===== src/rtl/serial_frame_tx.sv =====
// Serial frame transmitter: start bit, WIDTH data bits LSB first, optional parity, stop bit.
// All outputs are registered from the next-state values so nothing from tx_valid/tx_data reaches tx_out combinationally.
module serial_frame_tx #(
  parameter int WIDTH        = 8,
  parameter int CLKS_PER_BIT = 4,
  parameter int PARITY_EN    = 1,
  parameter int PARITY_ODD   = 0
) (
  input  logic             clk,
  input  logic             rst_n,
  input  logic [WIDTH-1:0] tx_data,
  input  logic             tx_valid,
  output logic             tx_ready,
  output logic             tx_out,
  output logic             tx_busy,
  output logic             frame_done
);

  localparam int CW = (CLKS_PER_BIT > 1) ? $clog2(CLKS_PER_BIT) : 1;
  localparam int BW = $clog2(WIDTH + 1);
  localparam logic [CW-1:0] LAST_CYC = CW'(CLKS_PER_BIT - 1);
  localparam logic [CW-1:0] CYC_ONE  = CW'(1);
  localparam logic [BW-1:0] LAST_BIT = BW'(WIDTH - 1);
  localparam logic [BW-1:0] BIT_ONE  = BW'(1);

  typedef enum logic [2:0] {
    ST_IDLE   = 3'd0,
    ST_START  = 3'd1,
    ST_DATA   = 3'd2,
    ST_PARITY = 3'd3,
    ST_STOP   = 3'd4
  } state_t;

  function automatic logic frame_parity(input logic [WIDTH-1:0] data);
    frame_parity = (^data) ^ (PARITY_ODD != 0);
  endfunction

  state_t             state_r, state_s;
  logic [CW-1:0]      cyc_r, cyc_s;
  logic [BW-1:0]      bit_r, bit_s;
  logic [WIDTH-1:0]   shreg_r, shreg_s;
  logic               par_r, par_s;
  logic               tx_ready_r, tx_out_r, tx_busy_r, frame_done_r;
  logic               out_s, busy_s, ready_s, done_s;
  logic               accept_s, last_cyc_s;

  assign tx_ready   = tx_ready_r;
  assign tx_out     = tx_out_r;
  assign tx_busy    = tx_busy_r;
  assign frame_done = frame_done_r;

  // Next-state, next-counter and next-output decode
  always_comb begin
    state_s    = state_r;
    cyc_s      = cyc_r;
    bit_s      = bit_r;
    shreg_s    = shreg_r;
    par_s      = par_r;
    accept_s   = tx_valid & tx_ready_r;
    last_cyc_s = (cyc_r == LAST_CYC);

    case (state_r)
      ST_IDLE: begin
        if (accept_s) begin
          state_s = ST_START;
        end else begin
          state_s = ST_IDLE;
        end
      end
      ST_START: begin
        if (last_cyc_s) begin
          state_s = ST_DATA;
          cyc_s   = '0;
        end else begin
          cyc_s = cyc_r + CYC_ONE;
        end
      end
      ST_DATA: begin
        if (last_cyc_s) begin
          cyc_s   = '0;
          shreg_s = shreg_r >> 1'b1;
          bit_s   = bit_r + BIT_ONE;
          if (bit_r == LAST_BIT) begin
            state_s = (PARITY_EN != 0) ? ST_PARITY : ST_STOP;
          end else begin
            state_s = ST_DATA;
          end
        end else begin
          cyc_s = cyc_r + CYC_ONE;
        end
      end
      ST_PARITY: begin
        if (last_cyc_s) begin
          state_s = ST_STOP;
          cyc_s   = '0;
        end else begin
          cyc_s = cyc_r + CYC_ONE;
        end
      end
      ST_STOP: begin
        if (last_cyc_s) begin
          // back-to-back frames: a word offered in the last stop cycle starts immediately
          state_s = accept_s ? ST_START : ST_IDLE;
          cyc_s   = '0;
        end else begin
          cyc_s = cyc_r + CYC_ONE;
        end
      end
      default: begin
        state_s = ST_IDLE;
        cyc_s   = '0;
        bit_s   = '0;
      end
    endcase

    if (accept_s) begin
      cyc_s   = '0;
      bit_s   = '0;
      shreg_s = tx_data;
      par_s   = frame_parity(tx_data);
    end else begin
      par_s = par_r;
    end

    done_s  = (state_s == ST_STOP) && (cyc_s == LAST_CYC);
    busy_s  = (state_s != ST_IDLE);
    ready_s = (state_s == ST_IDLE) || done_s;
    case (state_s)
      ST_IDLE:   out_s = 1'b1;
      ST_START:  out_s = 1'b0;
      ST_DATA:   out_s = shreg_s[0];
      ST_PARITY: out_s = par_s;
      ST_STOP:   out_s = 1'b1;
      default:   out_s = 1'b1;
    endcase
  end

  // State, datapath and registered output update
  always_ff @(posedge clk) begin
    if (!rst_n) begin
      state_r      <= ST_IDLE;
      cyc_r        <= '0;
      bit_r        <= '0;
      shreg_r      <= '0;
      par_r        <= 1'b0;
      tx_out_r     <= 1'b1;
      tx_ready_r   <= 1'b1;
      tx_busy_r    <= 1'b0;
      frame_done_r <= 1'b0;
    end else begin
      state_r      <= state_s;
      cyc_r        <= cyc_s;
      bit_r        <= bit_s;
      shreg_r      <= shreg_s;
      par_r        <= par_s;
      tx_out_r     <= out_s;
      tx_ready_r   <= ready_s;
      tx_busy_r    <= busy_s;
      frame_done_r <= done_s;
    end
  end

endmodule

===== config.mk =====
export PLATFORM = sky130hd
export DESIGN_NAME = serial_frame_tx
export DESIGN_NICKNAME = d
export VERILOG_FILES = /design/src/rtl/serial_frame_tx.sv
export SDC_FILE = /design/constraint.sdc
export NUM_CORES = 1
export LEC_CHECK = 0
export ABC_AREA = 0
export CAP_MARGIN = 20
export CORE_MARGIN = 2
export CORE_UTILIZATION = 30
export CTS_BUF_LIST = sky130_fd_sc_hd__clkbuf_2 sky130_fd_sc_hd__clkbuf_4 sky130_fd_sc_hd__clkbuf_8
export DETAILED_ROUTE_END_ITERATION = 6
export PLACE_DENSITY = 0.56
export SYNTH_ARGS = -nofsm -noshare
export SYNTH_HDL_FRONTEND = slang
export SYNTH_SLANG_ARGS = --single-unit
export TNS_END_PERCENT = 5

===== constraint.sdc =====
create_clock -name clk -period 3.7 [get_ports clk]
set_input_delay 0.74 -clock clk [delete_from_list [all_inputs] [get_ports clk]]
set_output_delay 0.74 -clock clk [all_outputs]
set_load 0.01 [all_outputs]

==> run_results.csv <==
group,metric,value,unit
clock_tree,cts_tree,"done",
finish,final_cell_mix,"22 x dfxtp_1, 20 x nand2_1, 14 x clkdlybuf4s50_1, 10 x nor2_1, 8 x mux2i_1",
drt,drcViolationCount,0,
setup_path,criticalPathCategory,"in2reg",
sta,skew,0.00137,ns
placement,post_dp_cell_area,1330,um^2
clock_tree,clockRootBuffer,"clkbuf_8",
clock_tree,clk_pin_slew,0.08,ns
floorplanning,start_util,31.4,%
sta,max-slew-margin-rel,61.6,%
sta,tightest_slew,0.574,ns
logic_synthesis,ys_ff_latch,22,
finish,area_growth,20.2,%
placement,dp.final_hpwl,1620,um
finish,drive_gt1_share,8.03,%
drt,vias_per_cell,4.78,
drt,route.vias.total,884,
drt,first_pass_iters,4,
setup_path,end_kind,"flip-flop",
logic_synthesis,syn_area,1150,um^2
global_routing,use_met3,4.26,%
clock_tree,clock_path_buffers,2,
setup_path,crit_arrival,2.32,ns
floorplanning,rows,22,
global_routing,grt_most_used_layer,"met2",
placement,io_buffer_count,14,
drt,routedWlPerCell,11.6,um
clock_tree,post_cts_buffers,0,
finish,n_fill_cell,374,
global_routing,grt_overflow_total,0,
setup_path,crit_fanout,7,
status,status,"finished clean",
placement,place.gp.congestion,0.765,
logic_synthesis,postSynthNetCount,137,
setup_path,r2r_cells,4,
sta,period_share,57.9,%
setup_path,required,3.88,ns
hold_path,min_from,"par_r",
logic_synthesis,synth_cell_type_count,36,
global_routing,grt_use_met1,13.7,%
floorplanning,die_x,65.9,um
clock_tree,cts_made_buffers,3,
floorplanning,core_area,3660,um^2
global_routing,grt_max_degree,18,
power,cellLeakagePower,0.536,nW
drt,wl,2140,um
finish,nets,152,
sta,setup_viol,0,
sta,slew_violations,0,
setup_path,r2r_slack,1.84,ns
finish,fin_area,1380,um^2
setup_path,worstReg2RegStart,"state_r[2]",
global_routing,grt.total_usage,11.0,%
global_routing,grt_pass1_vias,886,
power,p_per_area,368,nW/um^2
logic_synthesis,syn_inst,123,
setup_path,crit_path_start_kind,"input port",
logic_synthesis,avgSynthCellArea,9.34,um^2
finish,final_common_cell,"dfxtp_1",
global_routing,met2_usage,18.9,%
finish,insertedDiodeCount,0,
hold_path,hold_path_end,"par_r",
sta,fin_crit,2.14,ns
sta,fmax,0.467,GHz
clock_tree,cts_sinks,22,
clock_tree,cts_resized,0,
logic_synthesis,yosys_warnings,0,
drt,ant_nets,0,
power,irDropWorstVdd,0.000195,V
run,drv_cap,0,
clock_tree,cts_hold_buf,0,
clock_tree,htree_levels,1,
sta,rsz0062_at_grt,"false",
hold_path,hp-class,"reg2reg",
global_routing,antenna_found_initial,0,
global_routing,grt_pass1_wl,3770,um
floorplanning,ios,15,
sta,tns,0,ns
drt,drt_iter0_drc,43,
logic_synthesis,yosysSeqAreaShare,38.3,%
setup_path,regToRegEndpoint,"tx_busy",
clock_tree,clock_latency,0.26,ns
sta,hold_viol,0,
hold_path,whs_path_depth,2,
floorplanning,die-area,4340,um^2
floorplanning,die_h,65.9,um
==> power by group <==
group          switching [mW]  internal, mW  total [mW]
clock                  0.0743        0.0947       0.169
combinational          0.0391        0.0420      0.0811
sequential            0.00816         0.250       0.258
==> per-layer routing <==
metal	routed length (um)	vias to the layer above
met3	91	0
li1	-	464
met1	1060	405
met2	991	15
met4	0	0
met5	0	-
==> cell type report <==
type | instances | area (um^2) | share of cell area [%]
clock buffer | 4 | 55.1 | 3.99
inverter | 2 | 7.51 | 0.544
tap | 48 | 60.1 | 4.35
timing repair buffer | 14 | 140 | 10.2
sequential | 22 | 440 | 31.9
multi-input combinational | 95 | 677 | 49.0
==> stage by stage <==
| stage | setup slack, ns | util [%] | power (mW) | cells | hold slack [ns] |
|---|---|---|---|---|---|
| after floorplan | 1.90 | - | 0.316 | 123 | 0.475 |
| after detailed placement | 1.29 | 36.2 | 0.345 | 181 | 0.505 |
| final | 1.56 | 37.7 | 0.508 | 185 | 0.530 |
| after global placement | 1.34 | 36.2 | 0.344 | 181 | 0.510 |
| after CTS | 1.57 | 37.7 | 0.515 | 185 | 0.533 |
| after global routing | 1.45 | 37.7 | 0.535 | 185 | 0.571 |
==> worst max path at each step <==
stage                     depth (start not counted)     end  slack [ns]      from
after floorplan                                   6  tx_out        1.90  tx_valid
after global placement                            6  tx_out        1.34  tx_valid
after detailed placement                          6  tx_out        1.29  tx_valid
after CTS                                         6  tx_out        1.57  tx_valid
after global routing                              6  tx_out        1.45  tx_valid
final                                             6  tx_out        1.56  tx_valid
==> cell usage after synthesis <==
library cell | instances | area, um^2
a2111oi_2 | 1 | 15.0
a21o_1 | 1 | 7.51
a21oi_1 | 4 | 20.0
a221oi_4 | 1 | 26.3
a22oi_1 | 1 | 7.51
a311oi_1 | 1 | 8.76
a31oi_1 | 2 | 12.5
and2_1 | 6 | 37.5
and3_1 | 1 | 6.26
and4bb_2 | 1 | 12.5
buf_2 | 1 | 5.00
buf_6 | 1 | 11.3
clkbuf_1 | 2 | 7.51
clkinv_1 | 1 | 3.75
dfxtp_1 | 22 | 440
ha_1 | 3 | 37.5
inv_2 | 1 | 3.75
mux2i_1 | 8 | 80.1
nand2_1 | 20 | 75.1
nand2b_1 | 1 | 6.26
nand3_1 | 2 | 10.0
nand4_1 | 3 | 18.8
nor2_1 | 10 | 37.5
nor2b_1 | 1 | 6.26
nor3_1 | 1 | 5.00
nor3b_2 | 1 | 12.5
nor4b_4 | 1 | 23.8
o2111ai_1 | 1 | 8.76
o211a_1 | 6 | 60.1
o211ai_1 | 1 | 7.51
o21a_1 | 1 | 7.51
o21ai_0 | 3 | 15.0
o221ai_1 | 2 | 17.5
or2_2 | 1 | 6.26
xnor2_1 | 7 | 61.3
xor2_1 | 3 | 26.3
==> state kept, by name (all words and copies together) (netlist names) <==
name,count
tx_out,1
state_r,3
par_r,1
tx_busy,1
frame_done,1
bit_r,4
cyc_r,2
shreg_r,8
tx_ready,1
==> critical path, cell delays in order <==
cell and delay, ns:
clkdlybuf4s50_1 0.47, and2_1 0.26, a21oi_1 0.14, a221oi_4 0.37, o2111ai_1 0.16, o221ai_1 0.18
==> kinds of logic (layout without fill, tap and decap cells) <==
kind of cell               Yosys count  count (layout)  share of synthesized area [%]
muxes                                8               8                           6.97
DFF                                 22              22                           38.3
adders and majority gates            3               3                           3.27
buffers and inverters                6              20                           2.72
and+or+nand+nor                     49              49                           22.4
xor gates and xnor gates            10              10                           7.63
AOI/OAI and AO/OA                   25              25                           18.6
No activity file was read; power rests on OpenSTA's default activity.
